===== src/rtl/cpu_defs_pkg.sv =====
// Shared core definitions: instruction-buffer geometry and entry layout.
package cpu_defs;

  localparam int unsigned IB_DEPTH   = 8;
  localparam int unsigned IB_PTR_W   = 3;
  localparam int unsigned IB_ENTRY_W = 65;

  // Layout {excp, pc, inst}: INST [31:0], PC [63:32], EXCP [64].
  typedef struct packed {
    logic        excp;
    logic [31:0] pc;
    logic [31:0] inst;
  } ib_entry_t;

endpackage


===== src/rtl/inst_buffer.sv =====
// Instruction buffer between fetch-check and decode: in-order FIFO with
// count-based full/empty, flushed by redirect, exception or ertn.
module inst_buffer
  import cpu_defs::*;
#(
  parameter int unsigned DEPTH = IB_DEPTH,
  parameter int unsigned PTR_W = IB_PTR_W
) (
  input  logic        clk,
  input  logic        reset,
  input  logic        flush,
  input  logic        excp_flush,
  input  logic        ertn_flush,
  input  logic        ib_valid,
  output logic        ib_ready,
  input  logic [31:0] inst_i,
  input  logic [31:0] vaddr_i,
  input  logic        excp_i,
  output logic        id_valid,
  input  logic        id_ready,
  output logic [31:0] id_inst,
  output logic [31:0] id_pc,
  output logic        id_excp
);

  localparam int unsigned CNT_W = PTR_W + 1;

  logic [PTR_W-1:0] head;
  logic [PTR_W-1:0] tail;
  logic [CNT_W-1:0] count;
  ib_entry_t        mem [DEPTH];
  ib_entry_t        wr_entry;
  ib_entry_t        head_entry;
  logic             any_flush;
  logic             push;
  logic             pop;

  assign any_flush = flush | excp_flush | ertn_flush;

  // Handshake status depends only on registered count.
  assign ib_ready = (count != CNT_W'(DEPTH));
  assign id_valid = (count != '0);
  assign push     = ib_valid & ib_ready;
  assign pop      = id_valid & id_ready;

  assign wr_entry = '{excp: excp_i, pc: vaddr_i, inst: inst_i};

  // Pointers and occupancy; a flush cycle discards both push and pop.
  always_ff @(posedge clk or posedge reset) begin
    if (reset) begin
      head  <= '0;
      tail  <= '0;
      count <= '0;
    end else if (any_flush) begin
      head  <= '0;
      tail  <= '0;
      count <= '0;
    end else begin
      if (push) tail <= tail + PTR_W'(1);
      if (pop)  head <= head + PTR_W'(1);
      if (push && !pop)      count <= count + CNT_W'(1);
      else if (pop && !push) count <= count - CNT_W'(1);
    end
  end

  // Storage is not reset; stale contents are hidden by the count mask.
  always_ff @(posedge clk) begin
    if (push && !any_flush) mem[tail] <= wr_entry;
  end

  always_comb begin
    head_entry = '0;
    if (id_valid) head_entry = mem[head];
  end

  assign id_inst = head_entry.inst;
  assign id_pc   = head_entry.pc;
  assign id_excp = head_entry.excp;

endmodule


===== config.mk =====
export PLATFORM = sky130hd
export DESIGN_NAME = inst_buffer
export DESIGN_NICKNAME = d
export VERILOG_FILES = /design/src/rtl/cpu_defs_pkg.sv /design/src/rtl/inst_buffer.sv
export SDC_FILE = /design/constraint.sdc
export NUM_CORES = 1
export LEC_CHECK = 0
export ABC_CLOCK_PERIOD_IN_PS = 7000
export CORE_MARGIN = 5
export CORE_UTILIZATION = 60
export DETAILED_ROUTE_END_ITERATION = 8
export DONT_BUFFER_PORTS = 1
export PLACE_DENSITY = 0.76
export REMOVE_ABC_BUFFERS = 1
export SLEW_MARGIN = 0
export SYNTH_ARGS = -nofsm -noshare
export SYNTH_HDL_FRONTEND = slang
export SYNTH_SLANG_ARGS = --single-unit
export TNS_END_PERCENT = 1

===== constraint.sdc =====
create_clock -name clk -period 7 [get_ports clk]
set_clock_uncertainty 0.2 [all_clocks]
set_input_delay 0.7 -clock clk [delete_from_list [all_inputs] [get_ports clk]]
set_output_delay 0.7 -clock clk [all_outputs]
set_load 0.02 [all_outputs]

==> results of run 1 <==
logic make-up after synthesis:
kind of cell	count (synthesis)
buffers and inverters	55
XOR/XNOR	6
multiplexers	197
AO/OA/AOI/OAI	12
adder cells (fa/ha/maj)	5
AND/OR/NAND/NOR	100
flip-flops	530
area by class of cell:
class,count,area [um2]
clock buffers,66,1375
clock inverters,22,138.9
fillers,2016,10380
inverters,6,22.52
multi-input cells,320,4303
flip-flops and latches,530,15880
well taps,448,560.5
repair buffers,87,873.3
sequential cells by signal, indices dropped and copies added, names as in the netlist:
register  count
mem         520
count         4
head          3
tail          3
routing by layer:
layer | global-route usage [%] | vias up
met2 | 33.90 | 381
met3 | 5.143 | 54
met4 | 4.766 | 0
met1 | 30.87 | 4865
li1 | - | 3929
met5 | 0 | -
power by group:
part,switching (uW),leakage (uW),internal [uW]
clock,1090,0.000733,1410
sequential,5.02,0.00481,3490
combinational,98.7,0.00143,57.5
total,1200,0.00697,4960
cell usage in the layout (no fill, tap or decap), drive strengths merged, types with 2 or more instances in the layout:
cell / n
edfxtp: 520
mux4: 131
nor2: 79
dlygate4sd3: 73
mux2i: 66
clkbuf: 66
clkinv: 18
buf: 14
dfrtp: 10
inv: 7
nand2: 5
nand3: 5
a21oi: 4
ha: 4
xnor2: 3
xor2: 3
or3: 3
nor3: 3
a211oi: 2
nand2b: 2
clkinvlp: 2
a21o: 2
worst min path at each step:
stage / startpoint / depth (start not counted) / slack [ps] / endpoint
floorplan: reset / 1 / 340 / count[0]
global placement: reset / 1 / 400 / count[3]
detailed placement: reset / 1 / 400 / count[3]
CTS: inst_i[17] / 0 / 0.07 / mem[1][17]
global route: inst_i[17] / 0 / 0.02 / mem[0][17]
finish: inst_i[24] / 0 / 30 / mem[7][24]
stage by stage:
step / setup TNS (ps) / cells / hold WS, ps
2_1_floorplan: -76.50 / 856 / 340.2
3_5_place_dp: 0 / 1318 / 400.6
4_1_cts: 0 / 1473 / 0.07488
5_1_grt: 0 / 1479 / 0.01787
6_report: 0 / 1479 / 26.50
3_3_place_gp: 0 / 1318 / 397.8
==> results summary, run 1 <==
The area fraction in compound gates after synthesis came out at 0.4487%. Along the worst path, the maximum fanout reaches 94. The maximum resistive drop on vdd is 215.0 uV. edfxtp_1 is the most common cell in the netlist. The share of final-layout standard cells stronger than drive strength 1 is 21.73%.

The terminus of the critical flop-to-flop path is mem[2][16]. After layout, the worst path uses 61.24% of the clock period. After detailed routing, the number of vias per cell comes to 6.240. Dividing the synthesized area by the synthesized cell count gives 22.49 um2.

Tracing the worst setup path back leads to its startpoint at head[0]. The placement-stage worst setup slack is 2936 ps. Wire segments on met2 add up to 19,930 um in the final route.

The final-stage net count is 1,073. Buffers inserted during clock tree synthesis total 51. The later pin in the worst-skew pair is clocked with a latency of 560 ps. After synthesis, the share of flip-flops with an asynchronous set or reset is 1.887%. TritonCTS built the clock tree. In this run the power density over the cells is 266.2 nW/um2.

The instance area at placement came out at 20,910 um2. The floorplan has 67 rows. Setup repair after global routing left no endpoint under its margin. Following the worst setup path forward leads to its endpoint at id_inst[1].

The slowest stage of the critical path belongs to the cell dfrtp_4. The half-perimeter wire length of the detailed placement result came out at 20,580 um. The sequential-to-total area share from yosys stat is 77.93%. The path length in cells of the critical path is 4. The weighted congestion reported at the end of routability-driven placement is 0.7533.

The residual antenna-violating net count after detailed routing is 0. The proportion of netlist area held by the largest area contributor came out at 76.71%. The critical path buffer and inverter count is 1. The area of the die came out at 37,710 um2. After clock tree synthesis, the repair step resized 0 gates. The data required time at the worst endpoint is 6100 ps. The count of buffers added by post-CTS timing repair for setup is 0. In the synthesized netlist, the cells that appear most often are 520 x edfxtp_1, 131 x mux4_2, 79 x nor2_1. The actual slew at the worst max-slew pin is 1220 ps.

The flow ran to the end, and the final reports show no timing, DRC or antenna violations. The H-tree level count is 2. The path category of the worst min-delay check is in2reg.

edfxtp_1 takes more of the synthesized area than any other cell. The die span in x is 194.2 um. The number of hold violations in the final report came to 0. The xor/xnor cell area share of the yosys netlist came out at 0.2581%.

The number of flops mapped to enable cells by yosys is 520. The largest net degree at the start of global routing came out at 95. The count of yosys warnings during synthesis came out at 0.

Setup violations remaining at the end of the flow were counted as 0. The cell area after layout is 23,150 um2. The placeable core area is 33,530 um2.

The startpoint identified for the worst register-to-register timing path is count[0]. Once layout is complete, the utilization of the core stands at 69.04%. The relative area change from synthesis to final layout is 13.72%. The startpoint class of the critical path is a flip-flop. After synthesis the netlist holds a flip-flop and latch count of 530.

The clock-pin slew of the registers on the worst-case setup and hold paths is 60 ps. The maximum clock rate came out at 233.3 MHz. By area the synthesized netlist is led by edfxtp_1 77%, mux4_2 14%, mux2i_1 3.2%.

The predominant post-synthesis flop cell is edfxtp_1. STA puts the critical path data arrival time at 3390 ps. Buffers inserted to repair hold after CTS numbered 67. The worst setup path is of the reg2out kind. The initial core utilization is 60.71%. The register-to-register path setup slack came out at 3410 ps. The met3 layer wire length in the routed design came out at 3278 um.

Subtracting the final worst setup slack from the clock period gives 4287 ps. The max-cap violation count is 0. The first detailed-routing pass took 5 iterations.

The number of instances in the synthesized netlist is 905. The portion of netlist area occupied by mux cells came out at 17.74%. Global routing consumed, over all layers together, 21.28% of the routing resources. The count of different cell masters after synthesis is 32. The leakage power came out at 0.006972 uW. Grouping stages by cell kind, the critical path spends the most delay in flip-flops. The worst relative slew slack came out at 18.19%.

The highest layer used for signal routing is met4. The power consumption came out at 6162 uW. Walking the worst path, the cells encountered are buf_12 -> mux4_2 -> mux2i_1 -> nor2_1. The main combinational cell family by area after synthesis is multiplexers. The buffer levels on the longest clock path is 3. The number of DRC violations after detailed-routing iteration 0 is 947. After Yosys synthesis, full adders, half adders and majority gates account for 0.3442% of the synthesized area. The wire length after detailed routing came out at 40,270 um. The routed length on met1 is 16,430 um. In the final routed layout, each cell accounts on average for 27.23 um. The number of antenna violations at the first check in global routing is 0. The mapped netlist covers 20,360 um2.

The sink count of the clock tree came out at 530. The global-route wire length before repair came out at 60,940 um. The share of synthesized cell area in and, or, nand and nor gates came out at 2.047%. For the worst flop-to-flop path, the logic depth is 5. The routed layout has 9,229 vias.

STA classifies the critical path endpoint as an output port. The leftover overflow at the end of global routing came out at 0. After detailed routing, the number of remaining DRC violations is 0. The overall die height is 194.2 um. The worst stage delay on the critical path is 1000 ps. The number of top-level pins is 139. CTS placed an instance of clkbuf_16 at the clock tree root.

The number of pins with negative max-slew slack in the final report is 0. The final worst slack is 2713 ps. The number of buffers added on ports is 0. The via count of the first global-routing pass came out at 9,677.

The total inserted antenna cells came out at 0.
Power figures use the tool's default switching activity.
==> run 2, diff against run 1 <==
ABC_CLOCK_PERIOD_IN_PS = 3800   (was 7000)
CORE_UTILIZATION = 57   (was 60)
PLACE_DENSITY = 0.75   (was 0.76)
clock period = 3.8 ns   (was 7 ns; I/O delays follow)
==> results summary, run 2 (same netlist as run 1, synthesis figures left out) <==
The endpoint identified for the worst register-to-register timing path is count[3]. Setup repair after global routing left no endpoint under its margin. The largest net degree at the start of global routing is 66 (-31%). The global-route met1 utilization came out at 29.01% (-1.9 points). The critical path starts at head[0]. The wire length after detailed routing is 39,430 um (-2.1%). The worst hold slack across all endpoints came to 50.52 ps (+24.02 ps). The initial core utilization came to 57.51% (-3.2 points).

The number of cells traversed by the worst hold path is 3 (+3). The number of fill cells in the layout was 2,214 (+9.8%). The power share of the clock group is 41.0% (+0.3 points). The insertion delay of the later-clocked pin in the worst-skew pair came to 560 ps (about the same). The via count of the first global-routing pass is 10,000 (+3.4%). The number of hold violations in the final report was 0 (unchanged). The register-to-register path setup slack was 940 ps (-2470 ps). The die span in x is 199.0 um (+2.5%). In the finished design, the share of the clock period the worst path needs comes to 88.89%. The cell area after layout is 23,420 um2 (+1.2%). The number of remaining DRC errors is 0 (unchanged). The number of antenna violations at the first check in global routing is 5 (+5). The number of buffers created by CTS came to 52 (+2.0%). The critical path buffer and inverter count is 2 (+1).

The residual antenna-violating net count after detailed routing came to 0 (unchanged). The instance area at placement came out at 21,140 um2 (+1.1%). Clock tree synthesis selected as its root buffer the cell clkbuf_16. The global routing stage identified its most utilized layer as met2. The routed length per placed instance is 26.10 um (-4.2%). The H-tree level count came out at 2 (unchanged). The cell internal power dissipation is 9221 uW (+86%).

The startpoint identified for the worst register-to-register timing path is count[0]. The max-cap violation count came out at 0 (unchanged). The min-delay analysis places its worst path in the category in2reg. The actual slew at the worst max-slew pin was 780.8 ps (-439.7 ps). The relative area change from synthesis to final layout is 15.04%. The worst setup path category is reg2out. Derived from the worst setup path, the maximum achievable clock frequency is 296.1 MHz. The half-perimeter wire length of the detailed placement result came out at 22,050 um (+7.1%).

The data arrival time at the worst-slack endpoint is 2800 ps (-590 ps). The leftover overflow at the end of global routing came out at 0 (unchanged). The detailed-routing iteration count for the pre-antenna-repair pass was 5 (unchanged).

The data required time at the worst endpoint came out at 3220 ps (-2880 ps). The leakage power is 0.007101 uW (+1.9%). The sink count of the clock tree is 530 (unchanged).

The cell row count came out at 69 (+3.0%). Counting I/O delays and the setup requirement, the final critical path takes 3378 ps. The final-stage net count was 1,087 (+1.3%). The weighted congestion reported at the end of routability-driven placement was 0.7475 (-0.77%). STA classifies the critical path startpoint as a flip-flop. The switching power total is 2235 uW (+87%). The worst stage delay on the critical path is 740 ps (-260 ps). The number of DRC violations after detailed-routing iteration 0 came to 736 (-22%).

The part of the power in combinational logic is 2.8% (+0.3 points). The startpoint identified for the worst hold timing path is ib_valid. Broken down by cell family, the worst path's largest delay share belongs to multiplexers.

The buffer levels on the longest clock path is 3 (unchanged). The share of total power in sequential cells came to 56.2% (-0.6 points). The number of pins with negative max-slew slack in the final report is 0 (unchanged). The global-route usage over all layers came to 20.28% (-1.0 points). The flip-flop count of the largest register after layout is 520 (unchanged).

Counting flops per register, the top entry is mem. In the layout the commonest cells are 520 x edfxtp_1, 131 x mux4_2, 73 x nor2_1. The largest individual stage delay along the critical path comes from the cell dfrtp_4. The power density over cell area was 489.2 nW/um2 (+84%). The largest registers in the layout are mem x520, count x4. The clock-pin slew of the registers on the worst-case setup and hold paths is 60 ps (about the same).

The count of vias placed by the detailed router came out at 9,204 (-0.27%). Leaving out fill and tap cells, the most frequent cell in the layout is edfxtp_1. The met3 track demand over resource in global routing is 3.455% (-1.7 points). The area of the die was 39,590 um2 (+5.0%). The global-route wire length before repair came out at 60,350 um (-0.96%). The path depth of the worst reg2reg path came out at 7 (+2). The net switching share of the total power was 19.51% (+0.074 points). The number of buffers added on ports was 0 (unchanged).

The overall die height is 199.0 um (+2.5%). The share of final-layout standard cells stronger than drive strength 1 is 23.09% (+1.4 points). The kind of end point of the critical path is an output port. The via density per instance came out at 6.091 (-2.4%). The flow ran to the end, and the final reports show no timing, DRC or antenna violations. The count of final setup violators came out at 0 (unchanged). The number of top-level pins came out at 139 (unchanged). The placeable core area came to 35,400 um2 (+5.6%). The maximum fanout along the worst path is 29 (-69%). The CTS tree is yes.

The path with the worst hold slack has its endpoint at count[3]. The maximum resistive drop on vdd came out at 383.3 uV (+78%). The signal on the critical path passes through buf_12 -> buf_4 -> mux4_2 -> mux2i_1 -> nor2_1. The worst relative slew slack was 47.95% (+30 points). The global routing usage on met2 came out at 33.79% (-0.12 points).
==> run 2: changes by cell type in the layout (fill, tap and decap cells not counted), sizes merged <==
cell	before	now
clkinvlp	2	0
clkinv	18	21
buf	14	28
bufinv	1	2
diode	0	2
dlygate4sd3	73	72
inv	7	9
==> run 2: through the flow <==
stage | instances | TNS, ps | power (uW) | util, % | worst slack (ps)
2_1_floorplan | 856 | -952570 | 6719 | - | -3258
3_3_place_gp | 1345 | 0 | 6754 | 59.72 | 902.8
3_5_place_dp | 1345 | 0 | 6758 | 59.72 | 872.1
4_1_cts | 1509 | 0 | 11560 | 66.15 | 384.6
5_1_grt | 1511 | 0 | 11850 | 66.16 | 196.8
6_report | 1511 | 0 | 11460 | 66.16 | 422.2
==> run 2: per-layer routing <==
| metal | up-vias | part of all wire [%] |
|---|---|---|
| li1 | 3961 | - |
| met3 | 61 | 6.3 |
| met5 | - | 0.099 |
| met2 | 325 | 51 |
| met4 | 6 | 2.0 |
| met1 | 4851 | 41 |
==> run 2: final cells by class <==
cell class | instances | area (um2) | area share, %
sequential | 530 | 15880 | 67.79
multi-input combinational | 320 | 4303 | 18.37
clock buffer | 66 | 1375 | 5.872
timing repair buffer | 100 | 1081 | 4.616
tap | 461 | 576.8 | 2.463
clock inverter | 26 | 178.9 | 0.7640
inverter | 6 | 22.52 | 0.09617
antenna | 2 | 5.005 | 0.02137
==> run 2: tightest hold or removal path, cell delays in order <==
cell	delay [ps]
and3b_1	140
mux4_2	220
nor2_1	40
==> run 2: how the worst max path moves through the flow <==
stage                            end  slack [ps]  cells after the start
after floorplan              head[2]       -3260                      5
after global placement    mem[2][48]         900                      4
after detailed placement  mem[5][60]         870                      4
after CTS                  id_pc[19]         380                      5
after global routing       id_pc[19]         200                      5
final                      id_pc[19]         420                      5
==> run 2: power groups by stage <==
stage               Combinational (uW)  Clock, uW  Sequential, uW
floorplan                          146          0            6570
global placement                   188          0            6570
detailed placement                 191          0            6570
CTS                                320       4800            6440
global route                       342       5070            6440
finish                             316       4700            6440
==> run 2: timing repair <==
| action | CTS | global route |
|---|---|---|
| buffers inserted | 0 | 0 |
| endpoints found under the hold margin | 540 | 0 |
| hold buffers | 72 | 0 |
| resized for setup | 0 | 0 |
==> edit 1: new RTL, settings of run 2 <==
`IB_DEPTH`: 8 -> 16.
--- a/src/rtl/cpu_defs_pkg.sv
+++ b/src/rtl/cpu_defs_pkg.sv
@@ -1,7 +1,7 @@
 // Shared core definitions: instruction-buffer geometry and entry layout.
 package cpu_defs;
 
-  localparam int unsigned IB_DEPTH   = 8;
+  localparam int unsigned IB_DEPTH   = 16;
   localparam int unsigned IB_PTR_W   = 3;
   localparam int unsigned IB_ENTRY_W = 65;
 
Formal check against the unedited RTL: not equivalent (a bounded check fails within 4 cycles, from zero or initial values and one cycle with reset high).
==> edit 1 against run 2 <==
- worst setup slack better by 7.1 ps
- cell area down 0.32%
- routed wire length decreased by 0.81%
- area after synthesis increased by 0.12%
- first-iteration DRC count shrank 5.3%
- sequential cell count unchanged
Power is not compared: it rests on default switching activity, and its combinational part moved more than twofold at a synthesized area within 25%.
==> edit 1: results (changes against run 2) <==
[logic_synthesis]
synthCells = 902  ; -0.33%
synth_seq_area_share_pct = 77.8  ; -0.096 points
synth_edf_count = 520  ; unchanged
synth_common_cells = edfxtp_1, mux4_2, nor2_1, mux2i_1, buf_2
synth_area_leaders = edfxtp_1, mux4_2, mux2i_1

[placement]
gp_congestion = 0.715  ; -4.3%
dp_hpwl_mm = 21.8  ; -1.1%
place_inst = 1344  ; -0.074%

[worst_setup_path]
r2r_cells = 6  ; -1
critPathTopFamily = flip-flops
timing.critical_path.to = id_pc[3]
path_max_fanout = 32  ; +10%

[finish]
nFillCells = 2231  ; +0.77%
fin_nets = 1081  ; -0.55%
drive_gt1_share_pct = 23.2  ; +0.11 points

[global_route]
grt_pass1_wl_mm = 60.5  ; +0.27%
gr-usage-met2_pct = 33.0  ; -0.76 points
first_global_vias = 9794  ; -2.1%
grt_usage_pct = 20.4  ; +0.090 points
grt_use_met1_pct = 29.5  ; +0.44 points
grt_max_degree = 82  ; +24%
antenna_found_initial = 4  ; -1
grtUsageMet3_pct = 4.15  ; +0.69 points

[route]
num_vias = 9086  ; -1.3%
wire_per_inst_um = 26.0  ; -0.55%
wl_met1_mm = 16.3  ; +2.2%
met3_length_mm = 2.46  ; -0.93%
met2_length_mm = 19.7  ; -2.3%

[sta]
fin_ws_ps = 429  ; +7.11 ps
max-slew-margin-rel_pct = 45.6  ; -2.3 points
timing.hold.ws_ps = 29.6  ; -20.9 ps

[status]
status = completed

[clock_tree]
cts_buffers = 51  ; -1.9%

## edit 1: area by class of cell
| type | instances | area, µm² | share of cell area, % |
|---|---|---|---|
| flip-flops and latches | 530 | 15900 | 68.0 |
| multi-input cells | 318 | 4260 | 18.2 |
| clock buffers | 59 | 1350 | 5.78 |
| repair buffers | 97 | 1020 | 4.38 |
| well taps | 461 | 577 | 2.47 |
| clock inverters | 33 | 229 | 0.981 |
| inverters | 6 | 22.5 | 0.0965 |
| diodes | 3 | 7.51 | 0.0322 |
## edit 1: logic make-up (layout without fill, tap and decap cells)
group                      after synthesis  in the layout  synth area share, %
DFF                                    530            530                 77.8
and+or+nand+nor                        102            102                 2.10
other                                    0              3                    0
muxes                                  197            197                 17.7
xor gates and xnor gates                 7              7                0.301
buffers and inverters                   54            195                 1.50
AOI/OAI and AO/OA                        7              7                0.252
adders and majority gates                5              5                0.344
## edit 1: repair_timing
item,4_1_cts,5_1_grt
hold buffers,68,0
endpoints found under the setup margin,0,0
hold endpoints to repair,540,0
resized for setup,0,0
==> edit 2: new RTL, config.mk and constraints of run 2 <==
Without the edit above. Make the reset (`reset`) synchronous in one clocked block.
--- a/src/rtl/inst_buffer.sv
+++ b/src/rtl/inst_buffer.sv
@@ -46,7 +46,7 @@
   assign wr_entry = '{excp: excp_i, pc: vaddr_i, inst: inst_i};
 
   // Pointers and occupancy; a flush cycle discards both push and pop.
-  always_ff @(posedge clk or posedge reset) begin
+  always_ff @(posedge clk) begin
     if (reset) begin
       head  <= '0;
       tail  <= '0;
Formal check against the unedited RTL: differs if reset is asserted again (counterexample within 4 cycles, from zero or initial values and one cycle with reset high); with reset held inactive, the same outputs for 4 cycles.
==> edit 2 against run 2 <==
- area after synthesis hardly changed
- die area about the same
- routed wire length fell by 0.82%
- hold slack improved by 36 ps
- critical path depth fell by 1
- sequential cell count rose by 3
- total power up 2.0%
- global-route usage increased by 0.11 points
- cell area barely moved
- worst setup slack better by 210 ps
- critical endpoint is now id_pc[10]
==> edit 2: results (changes against run 2) <==
[finish]
drive_gt1_share_pct = 23.2  ; +0.095 points
nFillCells = 2266  ; +2.3%
buf_share_pct = 4.24  ; -0.38 points
seq_area_um2 = 15900  ; about the same
buffers = 93  ; -7.0%
diodes = 1  ; -1
clk_share_pct = 7.13  ; +0.50 points

[logic_synthesis]
synth_common_cells = edfxtp_1, mux4_2, nor2_1, mux2i_1, buf_2
synth.area.mux_share_pct = 17.7  ; -0.062 points
synth.distinct_cells = 27  ; -16%

[route]
met2_length_mm = 20.4  ; +1.3%

[placement]
gp_congestion = 0.726  ; -2.9%
place_inst = 1344  ; -0.074%

[status]
status = completed

[global_route]
grt_use_met1_pct = 27.9  ; -1.1 points
antenna_found_initial = 4  ; -1
gr-usage-met2_pct = 35.0  ; +1.2 points
first_global_vias = 9753  ; -2.5%

[worst_setup_path]
rrSetupSlack_ps = 670  ; -270 ps
timing.rr.end = count[3]$_SDFFE_PP0P_
r2r_start = count[1]$_SDFFE_PP0P_
critical_path_arrival_ps = 2580  ; -220 ps

[hold_path]
worstHoldStart = reset
hold_end = tail[0]$_SDFFE_PP0P_

[clock_tree]
hold_buffers = 67  ; -6.9%

[power]
pg_clk_mw = 4.97  ; +5.7%
leakagePower_nw = 7.06  ; -0.55%
irDropWorstVdd_mv = 0.456  ; +19%

[sta]
timing.hold.ws_ps = 86.4  ; +35.9 ps

-- edit 2: changes by cell type after synthesis, sizes merged, moves of 2 or more --
cell / run 2 / this run
buf: 26 / 33
dfrtp: 10 / 0
nor4: 1 / 3
or3: 3 / 1
nand3: 5 / 7
nor3: 3 / 1
clkbuf: 23 / 13
inv: 6 / 4
a21o: 2 / 0
xnor2: 3 / 1
dfxtp: 0 / 13
nor2: 79 / 83
-- edit 2: worst max path at each step --
stage / from / slack [ps] / to
2_1_floorplan: count[1]$_SDFFE_PP0P_ / -4400 / count[3]$_SDFFE_PP0P_
3_3_place_gp: count[1]$_SDFFE_PP0P_ / 760 / count[3]$_SDFFE_PP0P_
3_5_place_dp: count[1]$_SDFFE_PP0P_ / 700 / count[3]$_SDFFE_PP0P_
4_1_cts: flop / 560 / id_inst[4]
5_1_grt: flop / 480 / id_inst[4]
6_report: flop / 640 / id_pc[10]
